--- config.mk ---
export PLATFORM = sky130hd
export DESIGN_NAME = cpu_fde_pipeline
export DESIGN_NICKNAME = d
export VERILOG_FILES = /design/src/rtl/cpu_fde_pipeline.sv
export SDC_FILE = /design/constraint.sdc
export NUM_CORES = 1
export LEC_CHECK = 0
export CORE_ASPECT_RATIO = 0.7
export CORE_MARGIN = 3
export CORE_UTILIZATION = 40
export DETAILED_ROUTE_END_ITERATION = 10
export MAX_ROUTING_LAYER = met4
export PLACE_DENSITY = 0.6
export SYNTH_ARGS = -nofsm -noshare
export SYNTH_HDL_FRONTEND = slang
export SYNTH_SLANG_ARGS = --single-unit
--- constraint.sdc ---
create_clock -name clk_i -period 8.36 [get_ports clk_i]
set_clock_uncertainty 0.15 [all_clocks]
set_input_delay 2.09 -clock clk_i [delete_from_list [all_inputs] [get_ports clk_i]]
set_output_delay 2.09 -clock clk_i [all_outputs]
set_load 0.02 [all_outputs]
--- src/rtl/cpu_fde_pipeline.sv ---
// Moxie front end: fetches 16-bit big-endian opcodes (plus the ldi.l immediate), decodes an ALU subset
// and registers the execute result. Decode is 1 edge and execute 2 edges after fetch; stall freezes every stage.
module cpu_fde_pipeline #(
  parameter logic [31:0] RESET_PC = 32'h0000_0000
) (
  input  logic        clk_i,
  input  logic        rst_i,
  input  logic        stall_i,
  output logic [31:0] imem_address_o,
  input  logic [31:0] imem_data_i,
  output logic        register_A_read_enable_o,
  output logic        register_B_read_enable_o,
  output logic [3:0]  riA_o,
  output logic [3:0]  riB_o,
  input  logic [31:0] regA_i,
  input  logic [31:0] regB_i,
  output logic        register_write_enable_o,
  output logic [3:0]  register_write_index_o,
  output logic [31:0] result_o
);

  typedef enum logic [1:0] {S_REQ_OP, S_RX_OP, S_REQ_ARG, S_RX_ARG} fetch_state_t;
  typedef enum logic [3:0] {
    OP_NOP, OP_LDI, OP_MOV, OP_ADD, OP_SUB, OP_AND, OP_OR, OP_XOR, OP_NOT, OP_NEG
  } op_t;

  fetch_state_t r_state;
  logic [31:0]  r_pc;
  logic [15:0]  r_imm_hi;
  logic         r_fvld;
  logic [15:0]  r_fop;
  logic [31:0]  r_foperand;

  op_t          r_dop;
  logic         r_rd_a;
  logic         r_rd_b;
  logic [3:0]   r_ri_a;
  logic [3:0]   r_ri_b;
  logic [31:0]  r_doperand;

  logic         r_we;
  logic [3:0]   r_widx;
  logic [31:0]  r_result;

  logic [31:0]  w_word_addr;
  logic [15:0]  w_opcode;
  op_t          w_op;
  logic         w_rd_a;
  logic         w_rd_b;
  logic [31:0]  w_result;

  // The address stays put through each RX state so the returned word is still valid there.
  assign w_word_addr    = {r_pc[31:2], 2'b00};
  assign imem_address_o = (r_state == S_REQ_ARG || r_state == S_RX_ARG) ? w_word_addr + 32'd4
                                                                        : w_word_addr;
  assign w_opcode       = r_pc[1] ? imem_data_i[15:0] : imem_data_i[31:16];

  always_ff @(posedge clk_i or negedge rst_i) begin
    if (!rst_i) begin
      r_state    <= S_REQ_OP;
      r_pc       <= RESET_PC;
      r_imm_hi   <= 16'd0;
      r_fvld     <= 1'b0;
      r_fop      <= 16'd0;
      r_foperand <= 32'd0;
    end else if (!stall_i) begin
      r_fvld <= 1'b0;
      case (r_state)
        S_REQ_OP: r_state <= S_RX_OP;
        S_RX_OP: begin
          r_fop <= w_opcode;
          if (w_opcode[15:8] == 8'h01) begin
            r_imm_hi <= imem_data_i[15:0];
            r_state  <= S_REQ_ARG;
          end else begin
            r_fvld  <= 1'b1;
            r_pc    <= r_pc + 32'd2;
            r_state <= S_REQ_OP;
          end
        end
        S_REQ_ARG: r_state <= S_RX_ARG;
        S_RX_ARG: begin
          r_foperand <= r_pc[1] ? imem_data_i : {r_imm_hi, imem_data_i[31:16]};
          r_fvld     <= 1'b1;
          r_pc       <= r_pc + 32'd6;
          r_state    <= S_REQ_OP;
        end
        default: r_state <= S_REQ_OP;
      endcase
    end
  end

  always_comb begin
    w_op   = OP_NOP;
    w_rd_a = 1'b0;
    w_rd_b = 1'b0;
    if (r_fvld) begin
      case (r_fop[15:8])
        8'h01: w_op = OP_LDI;
        8'h02: begin w_op = OP_MOV; w_rd_b = 1'b1; end
        8'h2c: begin w_op = OP_NOT; w_rd_b = 1'b1; end
        8'h2a: begin w_op = OP_NEG; w_rd_b = 1'b1; end
        8'h05: begin w_op = OP_ADD; w_rd_a = 1'b1; w_rd_b = 1'b1; end
        8'h29: begin w_op = OP_SUB; w_rd_a = 1'b1; w_rd_b = 1'b1; end
        8'h26: begin w_op = OP_AND; w_rd_a = 1'b1; w_rd_b = 1'b1; end
        8'h2b: begin w_op = OP_OR;  w_rd_a = 1'b1; w_rd_b = 1'b1; end
        8'h2e: begin w_op = OP_XOR; w_rd_a = 1'b1; w_rd_b = 1'b1; end
        default: w_op = OP_NOP;
      endcase
    end
  end

  // Indices and operand only move on real instructions; bubbles leave them parked.
  always_ff @(posedge clk_i or negedge rst_i) begin
    if (!rst_i) begin
      r_dop      <= OP_NOP;
      r_rd_a     <= 1'b0;
      r_rd_b     <= 1'b0;
      r_ri_a     <= 4'd0;
      r_ri_b     <= 4'd0;
      r_doperand <= 32'd0;
    end else if (!stall_i) begin
      r_dop  <= w_op;
      r_rd_a <= w_rd_a;
      r_rd_b <= w_rd_b;
      if (w_op != OP_NOP) begin
        r_ri_a     <= r_fop[7:4];
        r_ri_b     <= r_fop[3:0];
        r_doperand <= r_foperand;
      end
    end
  end

  always_comb begin
    w_result = 32'd0;
    case (r_dop)
      OP_LDI:  w_result = r_doperand;
      OP_MOV:  w_result = regB_i;
      OP_ADD:  w_result = regA_i + regB_i;
      OP_SUB:  w_result = regA_i - regB_i;
      OP_AND:  w_result = regA_i & regB_i;
      OP_OR:   w_result = regA_i | regB_i;
      OP_XOR:  w_result = regA_i ^ regB_i;
      OP_NOT:  w_result = ~regB_i;
      OP_NEG:  w_result = 32'd0 - regB_i;
      default: w_result = 32'd0;
    endcase
  end

  // A stalled edge drops the write request so the held result is not written twice.
  always_ff @(posedge clk_i or negedge rst_i) begin
    if (!rst_i) begin
      r_we     <= 1'b0;
      r_widx   <= 4'd0;
      r_result <= 32'd0;
    end else if (stall_i) begin
      r_we <= 1'b0;
    end else begin
      r_we <= (r_dop != OP_NOP);
      if (r_dop != OP_NOP) begin
        r_widx   <= r_ri_a;
        r_result <= w_result;
      end
    end
  end

  assign register_A_read_enable_o = r_rd_a;
  assign register_B_read_enable_o = r_rd_b;
  assign riA_o                    = r_ri_a;
  assign riB_o                    = r_ri_b;
  assign register_write_enable_o  = r_we;
  assign register_write_index_o   = r_widx;
  assign result_o                 = r_result;

endmodule

; Word-level counts from Yosys, hierarchy flattened
; Cells that the tools add are included.
[word_totals]
ff_bits = 182
input_bits = 99
out_inout_bits = 79
word_cells = 79
[op_classes]
mux = 17
add_sub_neg = 6
n_reduce_logical = 13
eq_ne = 23
bitwise = 5
[ops]
columns = operator, n
row1 = one-hot mux 32 bit (9 select lines), 1
row2 = two-way mux 32 bit, 3
row3 = "adder 32 x 3 -> 32 bit, second input constant", 2
row4 = one-hot mux 32 bit (2 select lines), 1
row5 = "equality test 8 x 6 -> 1 bit, second input constant", 6
row6 = one-hot mux 4 bit (9 select lines), 1
row7 = "adder 32 x 2 -> 32 bit, second input constant", 1
row8 = adder 32 bit, 1
row9 = AND 32 bit, 1
row10 = NOT 32 bit, 1
row11 = OR 32 bit, 1
row12 = "subtractor 1 x 32 -> 32 bit, first input constant", 1
row13 = subtractor 32 bit, 1
row14 = bitwise XOR 32 bit, 1
row15 = "equality test 4 x 3 -> 1 bit, second input constant", 4
row16 = "equality test 8 x 1 -> 1 bit, second input constant", 2
row17 = two-way mux 16 bit, 1
row18 = "equality test 4 x 2 -> 1 bit, second input constant", 2
row19 = "equality test 4 bit, second input constant", 2
row20 = "equality test 8 x 2 -> 1 bit, second input constant", 1
row21 = "equality test 8 x 3 -> 1 bit, second input constant", 1
row22 = one-hot mux 2 bit (4 select lines), 1
row23 = AND reduction 2 bit, 4
row24 = nonzero test 4 bit, 2
row25 = 15 further kinds, 22

; Depth between registers and ports, before layout
; Gate-level depths: netlist (run 1).
[logic_depth]
word_depth = 5
mapped_depth = 15
ltp_nobuf = 13

; Least setup slack after synthesis (run 1)
; No wires, ideal clock.
[synth_path]
path_type = input port to flip-flop
startpoint = in regA_i[0]
endpoint = reg r_result[16], in the netlist result_o[16]
setup_ps = 141
arrival_ps = 4393
path_stages = 11
setup_slack_ps = 3675
path_cell_list = ha_1 inv_1 fa_1 and2b_4 o2111ai_4 a2111oi_2 nor2_1 o21ai_1 mux2_2 a221oi_1 o221ai_1
[synth_via]
elab_chain_cells = 2
word_cells_on_any_way = 3
cone_classes = add/sub (2) / mux (1)
[synth_lines]
columns = item, line
row1 = from (decl), 15  ; input logic [31:0] regA_i,
row2 = subtractor 32 bit / adder 32 bit (equally long branches), "140, 139"
row3 = one-hot mux 32 bit (9 select lines) *, 136  ; case (r_dop)
row4 = to (signal assigned), 162  ; r_result <= w_result;
row5 = to (decl), 43  ; logic [31:0] r_result;
; Mark *: on every way between the ends. The rest lies on a longest branch, timed or not.
; A chain may end at the register's enable or synchronous reset.

; Worst setup path after layout (run 1)
[layout_path]
startpoint = reg r_pc[5]
endpoint = out imem_address_o[19]
[layout_via]
elab_chain_cells = 2
[layout_lines]
columns = item, line
row1 = from (decl), 28  ; logic [31:0] r_pc;
row2 = from (signal assigned), 77  ; r_pc <= r_pc + 32'd2;
row3 = from (signal assigned), 85  ; r_pc <= r_pc + 32'd6;
row4 = adder 32 x 3 -> 32 bit, 54  ; assign imem_address_o = (r_state == S_REQ_ARG || r_state == S_RX_ARG) ? w_word_addr + 32'd4
row5 = two-way mux 32 bit, 54
row6 = to (decl), 9  ; output logic [31:0] imem_address_o,
; Every way passes these cells.

==> results.md, run 1 <==
- IO Pins: 178
- Starting Density: 0.409
- Cell area after placement: between 15,000 and 20,000 µm²
- Initial antenna violation count: 2
- Post-Place Worst Slack: roughly 2.7 ns
- Area Growth Syn to Fin: 19.8%
- Overflow left after global routing: 0
- Most frequent cells in the layout: 180 x dfrtp_1, 176 x nand2_1, 174 x clkdlybuf4s50_1
- Fmax: 180 MHz
- Register area share after synthesis: 0.327
- Max Fanout on Critical Path: 8
- Critical path class: reg -> out
- Main flop type after synthesis: dfrtp_1
- Worst-Margin Slew: roughly 1.1 ns
- DP HPWL: around 34 mm
- Yosys cell types: between 80 and 90
- Crit. End Element: output pin
- Most common cell after layout, fill and taps aside: dfrtp_1
- Register clock-pin slew on the reported worst setup and hold paths: around 0.07 ns
- Routed WL: 46.5 mm
- Setup TNS: 0 ns
- Filler cells: between 3,000 and 4,000
- Share of cells above drive strength 1: 0.0816
- Pin count of the biggest net entering global routing: ~110
- RSZ-0062 raised after global routing: false
- IO buf count: about 180
- Final Hold Viols: 0
- First-pass GRT wire length: approximately 72 mm
- Worst ir drop on vdd: between 100 and 150 µV
- DRC Markers: 0
- Num rows: 56
- Vias in the first global route: 12,300
- Hold Crit Class: reg -> reg
- DR vias/cell: approximately 5.7
- H-tree depth: 4
- Core Box Area: roughly 34,000 µm²
- Die Wd: approximately 230 µm
- CTS tree: yes
- Worst Path Arrival: between 3 and 4 ns
- Synth top area cells: dfrtp_1 33%, ha_1 9.6%, nand2_1 4.8%
- Synth Cell Area: 13,900 µm²
- Max-slew violation count: 0
- Max-capacitance violation count: 0
- GRT Max-Usage Layer: met1
- Yosys top cell by area: dfrtp_1
- Fin nets: 1,936
- Root Driver: clkbuf_16
- 1st-pass router iterations: 5
- Post-synth EDFFs: 0
- Die height: 162 µm
- Endpoints failing setup: 0
- Final Critical Period: about 5.6 ns
- Synth Instances: about 1,600
- Postcts setup bufs: 0
- Post-synth top area share: 0.327
- Via count: around 13,000
- Cell Pwr Density: between 150 and 200 nW/µm²
- Count of state elements after synthesis: between 150 and 200
- Post-CTS Resized: 0
- GR Util met3: 0.0496
- Static Leakage: ~0.0075 µW
- Final ANT Viol Nets: 0
- Clk buf depth: 2
- Average wire per standard cell: roughly 21 µm
- Fin area: roughly 17,000 µm²
- Hold Buf Count CTS: 0
- Ys Warns: 0
- Final worst setup slack: ~2.8 ns
- Routability cong.: 0.935
- Outcome: completed
- Ys async rst share: 1.00
- Iteration-0 DRC count of the detailed router: between 1,000 and 1,500
- Max_slew headroom: 0.257
- Die ar.: 36,900 µm²
- GR Util met2: 0.372
- CTS sink cnt: approximately 180
- Met1 Resource Use GR: 0.375
- Cts bufs inserted: 17
- Synth Area per Inst: 8.62 µm²
- Period utilisation layout: 0.665
- WP data required: 6.12 ns
- Critical Path Start Type: register
- Gr usage total: 0.259
- Design Power: 2880 µW
- Worst-skew pair later-pin latency: between 0.4 and 0.5 ns
flip-flops by register name, indices dropped and copies added, names as in the netlist, 4 cells and up, named ones only:
register                count
register_write_index_o      4
riA_o                       4
r_fop                      16
r_dop                       4
result_o                   32
r_pc                       31
riB_o                       4
r_doperand                 32
r_foperand                 32
r_imm_hi                   16
per-stage QoR:
| step | hold WS [ns] | utilization | cells |
|---|---|---|---|
| floorplan | 0.293 | - | 1609 |
| global placement | 0.308 | 0.472 | 2173 |
| detailed placement | 0.317 | 0.472 | 2173 |
| CTS | 0.333 | 0.490 | 2204 |
| global route | 0.354 | 0.490 | 2206 |
| finish | 0.329 | 0.490 | 2207 |
power breakdown:
group	switching (µW)	leakage [µW]	total, µW	internal, µW
Clock	406	0.000296	874	468
Sequential	151	0.00246	1140	986
Combinational	474	0.00471	868	394
cell type report:
| cell class | instances | area (µm²) | share of cell area |
|---|---|---|---|
| clock buffers | 19 | 453 | 0.0273 |
| diodes | 3 | 7.51 | 0.000452 |
| well taps | 464 | 581 | 0.0350 |
| clock inverters | 12 | 160 | 0.00965 |
| flip-flops and latches | 181 | 4530 | 0.273 |
| inverters | 82 | 308 | 0.0185 |
| repair buffers | 190 | 1870 | 0.113 |
| multi-input cells | 1256 | 8690 | 0.524 |
worst paths after layout:
check	startpoint	endpoint	slack, ns	cells past startpoint
worst min register to register	r_foperand[29]	r_foperand[29]	0.33	2
worst max register to register	r_dop[2]	result_o[28]	3.65	15
worst max-delay path	r_pc[5]	imem_address_o[19]	2.80	8
max in group asynchronous	rst_i	r_doperand[1]	4.88	2
min in group asynchronous	rst_i	r_pc[31]	1.58	1
worst min-delay path	r_foperand[29]	r_foperand[29]	0.33	2
layer usage:
layer  routed length, µm  up-vias
li1                    -     5996
met1               22700     6109
met2               19600      507
met3                3480       50
met4                 762        0
met5                   0        -
worst max-delay path, stage by stage (launching register included):
cell and delay [ns]:
dfrtp_1 0.50, nand4_2 0.18, or3_4 0.42, inv_1 0.06, nand3_1 0.20, nor3_1 0.53, nand2_1 0.14, xnor2_1 0.18
clkdlybuf4s50_1 0.65
kinds of logic after synthesis:
logic type	after synthesis	synth area share
compound gates	432	0.208
xor+xnor	100	0.0632
fa+ha+maj	109	0.100
buf+inv	172	0.0496
flops	181	0.327
mux	99	0.0767
other cells	1	0.000271
simple gates	514	0.175
synthesized netlist by cell type, drive strengths merged (6+ instances only):
library cell,count
dfrtp,181
nand2,177
nor2,152
o21ai,121
ha,106
a21oi,104
inv,82
clkbuf,59
mux2,58
xnor2,50
xor2,50
mux2i,41
a221oi,35
nor3,34
buf,31
a21o,29
nand3,28
nand4,20
a211oi,18
o211ai,18
a22oi,16
a31oi,13
and3,13
nand2b,13
or3,12
and2,10
nor2b,9
nor3b,9
o2111ai,9
o22ai,8
a22o,7
o221ai,7
or2,7
nand3b,6
nor4,6
nor4b,6
o21bai,6
(Power assumes the default switching activity.)
==> run 2: changes to the inputs <==
Settings changed: PLACE_DENSITY 0.6 to 0.62.
Clock period 8.36 ns to 4.7 ns, I/O delays scaled along.
==> results.md, run 2 (same netlist as run 1, synthesis figures left out) <==
- Outcome: completed
- Hold Path Sink: r_foperand[30]
- CTS tree: yes
- Core Box Area: between 30,000 and 40,000 µm²
- Endpoints failing setup: 0
- Switch Pwr: ~1800 µW
- Pin count of the biggest net entering global routing: 90
- Critical path class: reg -> out
- Worst-skew pair later-pin latency: about 0.45 ns
- 1st-pass router iterations: 5
- Worst Path Arrival: 3.06 ns
- Root Driver: clkbuf_16
- Cts bufs inserted: 17
- Starting Density: 0.409
- Largest delay share family, worst path: simple AND/OR/NAND/NOR gates
- Worst ir drop on vdd: 225 µV
- CP max-delay cell: clkdlybuf4s50_1
- Most frequent cells in the layout: 180 x dfrtp_1, 176 x nand2_1, 174 x clkdlybuf4s50_1
- End of the worst register-to-register path: result_o[23]
- Register clock-pin slew on the reported worst setup and hold paths: ~0.080 ns
- CTS sink cnt: ~180
- Final Critical Period: between 4 and 5 ns
- Fin nets: roughly 2,000
- Share of cells above drive strength 1: 0.0889
- Pint: around 3200 µW
- WP data required: 3.38 ns
- Max-capacitance violation count: 0
- Crit. End Element: output pin
- Final worst setup slack: about 0.32 ns
- First-pass GRT wire length: 72.7 mm
- Gate power share: 0.319
- H-tree depth: 4
- Die ar.: around 37,000 µm²
- Initial antenna violation count: 3
- Gr usage total: 0.259
- Iteration-0 DRC count of the detailed router: 1,381
- Average wire per standard cell: around 21 µm
- Crit-path cells: nand4_2, or3_4, inv_1, nand3_1, nor3_2, nand2_1, xnor2_1, clkdlybuf4s50_1
- Max Fanout on Critical Path: 8
- Routed WL: about 47 mm
- Hold Buf Count CTS: 0
- Hold Crit Class: reg -> reg
- Sequential power share: 0.396
- Buf+Inv Stages, Crit Path: 2
- Flop2flop setup slack: around 0.44 ns
- Via count: between 10,000 and 15,000
- WHS: between 0.3 and 0.4 ns
- Routability cong.: about 0.99
- Reg2reg path depth: 13
- Vias in the first global route: 12,600
- Filler cells: between 3,000 and 4,000
- Cell Pwr Density: about 300 nW/µm²
- Placed Instances: 2,186
- Post-Place Worst Slack: -0.0408 ns
- Max-slew violation count: 0
- Die height: 162 µm
- Critical Path Start Type: register
- Crit path depth: 8
- Overflow left after global routing: 0
- HP Start: r_foperand[30]
- IO buf count: 175
- Period utilisation layout: 0.932
- Fmax: ~230 MHz
- Post-route non-filler standard cell count: 2,221
- Final ANT Viol Nets: 0
- DRC Markers: 0
- Max_slew headroom: 0.292
- Reg-to-reg critical path startpoint: r_dop[3]
- DR vias/cell: between 5 and 6
- Die Wd: about 230 µm
- Final Hold Viols: 0
- Slowest stage delay, CP: between 0.6 and 0.7 ns
- IO Pins: about 180
- Num rows: 56
- Worst-Margin Slew: between 1 and 1.5 ns
- Area Growth Syn to Fin: 20.3%
- DP HPWL: 35.0 mm
- Clk buf depth: 2
- RSZ-0062 raised after global routing: false
- Hold Path Depth: 2
- Switch share: 0.369
- Most common cell after layout, fill and taps aside: dfrtp_1
- Static Leakage: roughly 0.0075 µW
- Part of the power in the clock network: 0.285
[run 2: cell types whose count changed in the layout (fill, tap and decap cells not counted)]
cell        change
bufinv_16       -2
clkinvlp_4      +1
nor3_2          +1
inv_8           +1
nor2_2          -1
nor3_1          -1
buf_4          +11
clkbuf_8        -2
clkinv_2        +2
buf_12          +2
clkinv_4        +1
nor2_1          +1
[run 2: metal layers]
metal  share of wire  up-vias  track usage
met3           0.088      104       0.0649
li1                -     6018            -
met2            0.42      587        0.372
met4           0.030        0       0.0883
met5               0        -            -
met1            0.46     6137        0.355
[run 2: metrics by stage]
stage          setup TNS (ns)  utilization  area (µm²)  total power [µW]
6_report                    0        0.493       16700              5020
5_1_grt                     0        0.493       16700              5290
4_1_cts                     0        0.492       16700              5040
3_5_place_dp          -0.0408        0.476       16100              3600
3_3_place_gp                0        0.476       16100              3570
2_1_floorplan               0            -       13900              2990
[run 2: what timing repair did]
item                                    in CTS  in global routing
endpoints found under the setup margin       0                  4
resized for setup                            0                  1
setup buffers                                0                  0
endpoints found under the hold margin        0                  0
[run 2: worst register-to-register path: stages (launching register included)]
cell and delay (ns):
dfrtp_1 0.56, nor2b_1 0.30, nor2b_2 0.23, buf_12 0.24
nor2_1 0.10, ha_1 0.35, a21o_1 0.22, nor4b_1 0.16
o21ai_0 0.74, nand3_1 0.35, o21bai_1 0.31, mux2i_1 0.11
o21ai_0 0.17, o311ai_0 0.14
[run 2: how the worst max path moves through the flow]
| stage | slack [ns] | endpoint | start |
|---|---|---|---|
| finish | 0.32 | imem_address_o[19] | r_pc[5] |
| global route | 0.1 | imem_address_o[19] | r_pc[5] |
| CTS | 0.13 | imem_address_o[19] | r_pc[5] |
| detailed placement | -0.04 | result_o[24] | regB_i[0] |
| global placement | 0.07 | result_o[24] | regB_i[0] |
| floorplan | 0.93 | result_o[16] | regA_i[0] |
[run 2: power by group through the flow]
stage	logic, µW	clock network [µW]	registers (µW)
6_report	1600	1430	1990
5_1_grt	1750	1520	2020
4_1_cts	1590	1460	1980
3_5_place_dp	1580	0	2010
3_3_place_gp	1560	0	2010
2_1_floorplan	1050	0	1940
[run 2: final cells by class]
| class | instances | area (µm²) | share of cell area |
|---|---|---|---|
| Inverter | 82 | 308 | 0.0185 |
| Antenna cell | 3 | 7.51 | 0.000450 |
| Sequential cell | 181 | 4530 | 0.272 |
| Clock inverter | 15 | 138 | 0.00826 |
| Multi-Input combinational cell | 1256 | 8690 | 0.521 |
| Timing Repair Buffer | 203 | 1990 | 0.119 |
| Clock buffer | 17 | 425 | 0.0255 |
| Tap cell | 464 | 581 | 0.0348 |
==> run 3: changes to the inputs <==
Settings changed: CORE_MARGIN 3 to default, PLACE_DENSITY 0.62 to default, PLACE_DENSITY_LB_ADDON from default to 0.3, RECOVER_POWER from default to 50.
==> results.md, run 3 (same netlist as run 1, synthesis figures left out) <==
- CTS sink cnt: between 150 and 200
- H-tree depth: 4
- Core Box Area: around 34,000 µm²
- Die ar.: around 35,000 µm²
- Vias in the first global route: about 12,000
- Worst-Margin Slew: 2.21 ns
- Starting Density: 0.410
- DR vias/cell: between 5 and 6
- Cell Pwr Density: 306 nW/µm²
- IO Pins: 178
- Static Leakage: ~0.0076 µW
- WP data required: roughly 3.4 ns
- Overflow left after global routing: 0
- Hold Path Depth: 2
- Setup TNS: 0 ns
- CTS tree: yes
- CP max-delay cell: clkdlybuf4s50_1
- Largest delay share family, worst path: simple AND/OR/NAND/NOR gates
- Worst Path Arrival: between 3 and 4 ns
- Met1 Resource Use GR: 0.386
- Initial antenna violation count: 1
- Routed WL: ~47 mm
- Final worst setup slack: 0.337 ns
- Num rows: between 50 and 60
- Failing checks: max-capacitance violations, max-slew violations
- Flop2flop setup slack: 0.49 ns
- Crit-path cells: nand4_1, nor2_1, nand3_1, or2_1, nor2_1, nand2_1, xnor2_1, clkdlybuf4s50_1
- Max_slew headroom: -0.474
- Final Hold Viols: 0
- Reg-to-reg critical path startpoint: r_dop[3]
- Slowest stage delay, CP: ~0.62 ns
- WHS: 0.326 ns
- Most frequent cells in the layout: 180 x dfrtp_1, 176 x nand2_1, 162 x clkdlybuf4s50_1
- DRC Markers: 0
- Postcts setup bufs: 0
- Filler cells: around 3,300
- Worst ir drop on vdd: 239 µV
- Worst-skew pair later-pin latency: roughly 0.45 ns
- Die height: between 150 and 200 µm
- Final Critical Period: approximately 4.4 ns
- First-pass GRT wire length: between 70 and 80 mm
- Via count: around 13,000
- Max-capacitance violation count: 1
- Root Driver: clkbuf_16
- Reg2reg path depth: 15
- Hold Crit Class: reg -> reg
- Critical Path Start Type: register
- Buf+Inv Stages, Crit Path: 1
- Design Power: between 5000 and 6000 µW
- HP Start: register_write_index_o[3]
- Routability cong.: around 0.97
- Hold Buf Count CTS: 0
- Hold Path Sink: register_write_index_o[3]
- IO buf count: around 180
- Outcome: finished with violations
- Critical path class: reg -> out
- GR Util met3: 0.0497
- GR Util met2: 0.397
- Pin count of the biggest net entering global routing: 89
- Most common cell after layout, fill and taps aside: dfrtp_1
- Post-CTS Resized: 0
- Post-Place Worst Slack: 0.0133 ns
- Period utilisation layout: 0.928
- Final ANT Viol Nets: 0
- Crit. End Element: output pin
- Average wire per standard cell: around 21 µm
- Most used cell, CP: nor2_1
- Cts bufs inserted: 17
- Fin nets: about 2,000
- Iteration-0 DRC count of the detailed router: 1,294
- Max-slew violation count: about 90
- Gr usage total: 0.273
- Endpoints failing setup: 0
- Share of cells above drive strength 1: 0.0882
- GRT Max-Usage Layer: met2
- Max Fanout on Critical Path: 6
- End of the worst register-to-register path: result_o[28]
- DP HPWL: between 30 and 40 mm
- Clk buf depth: 2
- Fmax: ~230 MHz
- Register clock-pin slew on the reported worst setup and hold paths: around 0.070 ns
- 1st-pass router iterations: 5
- Area Growth Syn to Fin: 20.5%
- RSZ-0062 raised after global routing: false
- Die Wd: ~220 µm
## run 3: cell types whose count changed in the layout (fill, tap and decap cells not counted), moves of 4 or more
cell and delta:
clkbuf_1 +4, clkbuf_2 +4, clkdlybuf4s50_1 -12, dlygate4sd3_1 +12
## run 3: through the flow
stage | utilization | instance area [µm²] | std cells
floorplan | - | 13900 | 1609
global placement | 0.477 | 16100 | 2191
detailed placement | 0.477 | 16100 | 2191
CTS | 0.495 | 16700 | 2222
global route | 0.494 | 16700 | 2223
finish | 0.494 | 16700 | 2223
## run 3: cell type report
class	count	area [µm²]	area share
multi-input cells	1256	8690	0.520
diodes	1	2.50	0.000150
well taps	464	581	0.0348
repair buffers	208	1980	0.119
clock inverters	14	179	0.0107
flip-flops and latches	181	4530	0.271
inverters	82	308	0.0184
clock buffers	17	425	0.0255
## run 3: per-layer routing
layer | part of all wire | vias to the layer above
li1 | - | 6024
met1 | 0.48 | 6272
met2 | 0.43 | 591
met3 | 0.077 | 75
met4 | 0.022 | 0
met5 | 0 | -
## run 3: worst min-delay path: stages, from the launching register on
cell     delay [ns]
dfrtp_1        0.34
nand2_1        0.05
nand2_1        0.05
## run 3: how the worst max path moves through the flow
stage	startpoint	to	slack [ns]	cells after the start
5_1_grt	r_pc[13]	imem_address_o[26]	0.09	8
4_1_cts	r_pc[13]	imem_address_o[26]	0.32	8
3_3_place_gp	regB_i[0]	result_o[24]	-0.02	12
3_5_place_dp	regB_i[0]	result_o[24]	0.01	12
2_1_floorplan	regA_i[0]	result_o[16]	0.93	11
6_report	r_pc[13]	imem_address_o[26]	0.34	8
## run 3: where the power goes
group	total (µW)	internal, µW	switching, µW
clock network	1530	808	721
logic	1600	702	894
registers	1990	1750	236
total	5110	3260	1850
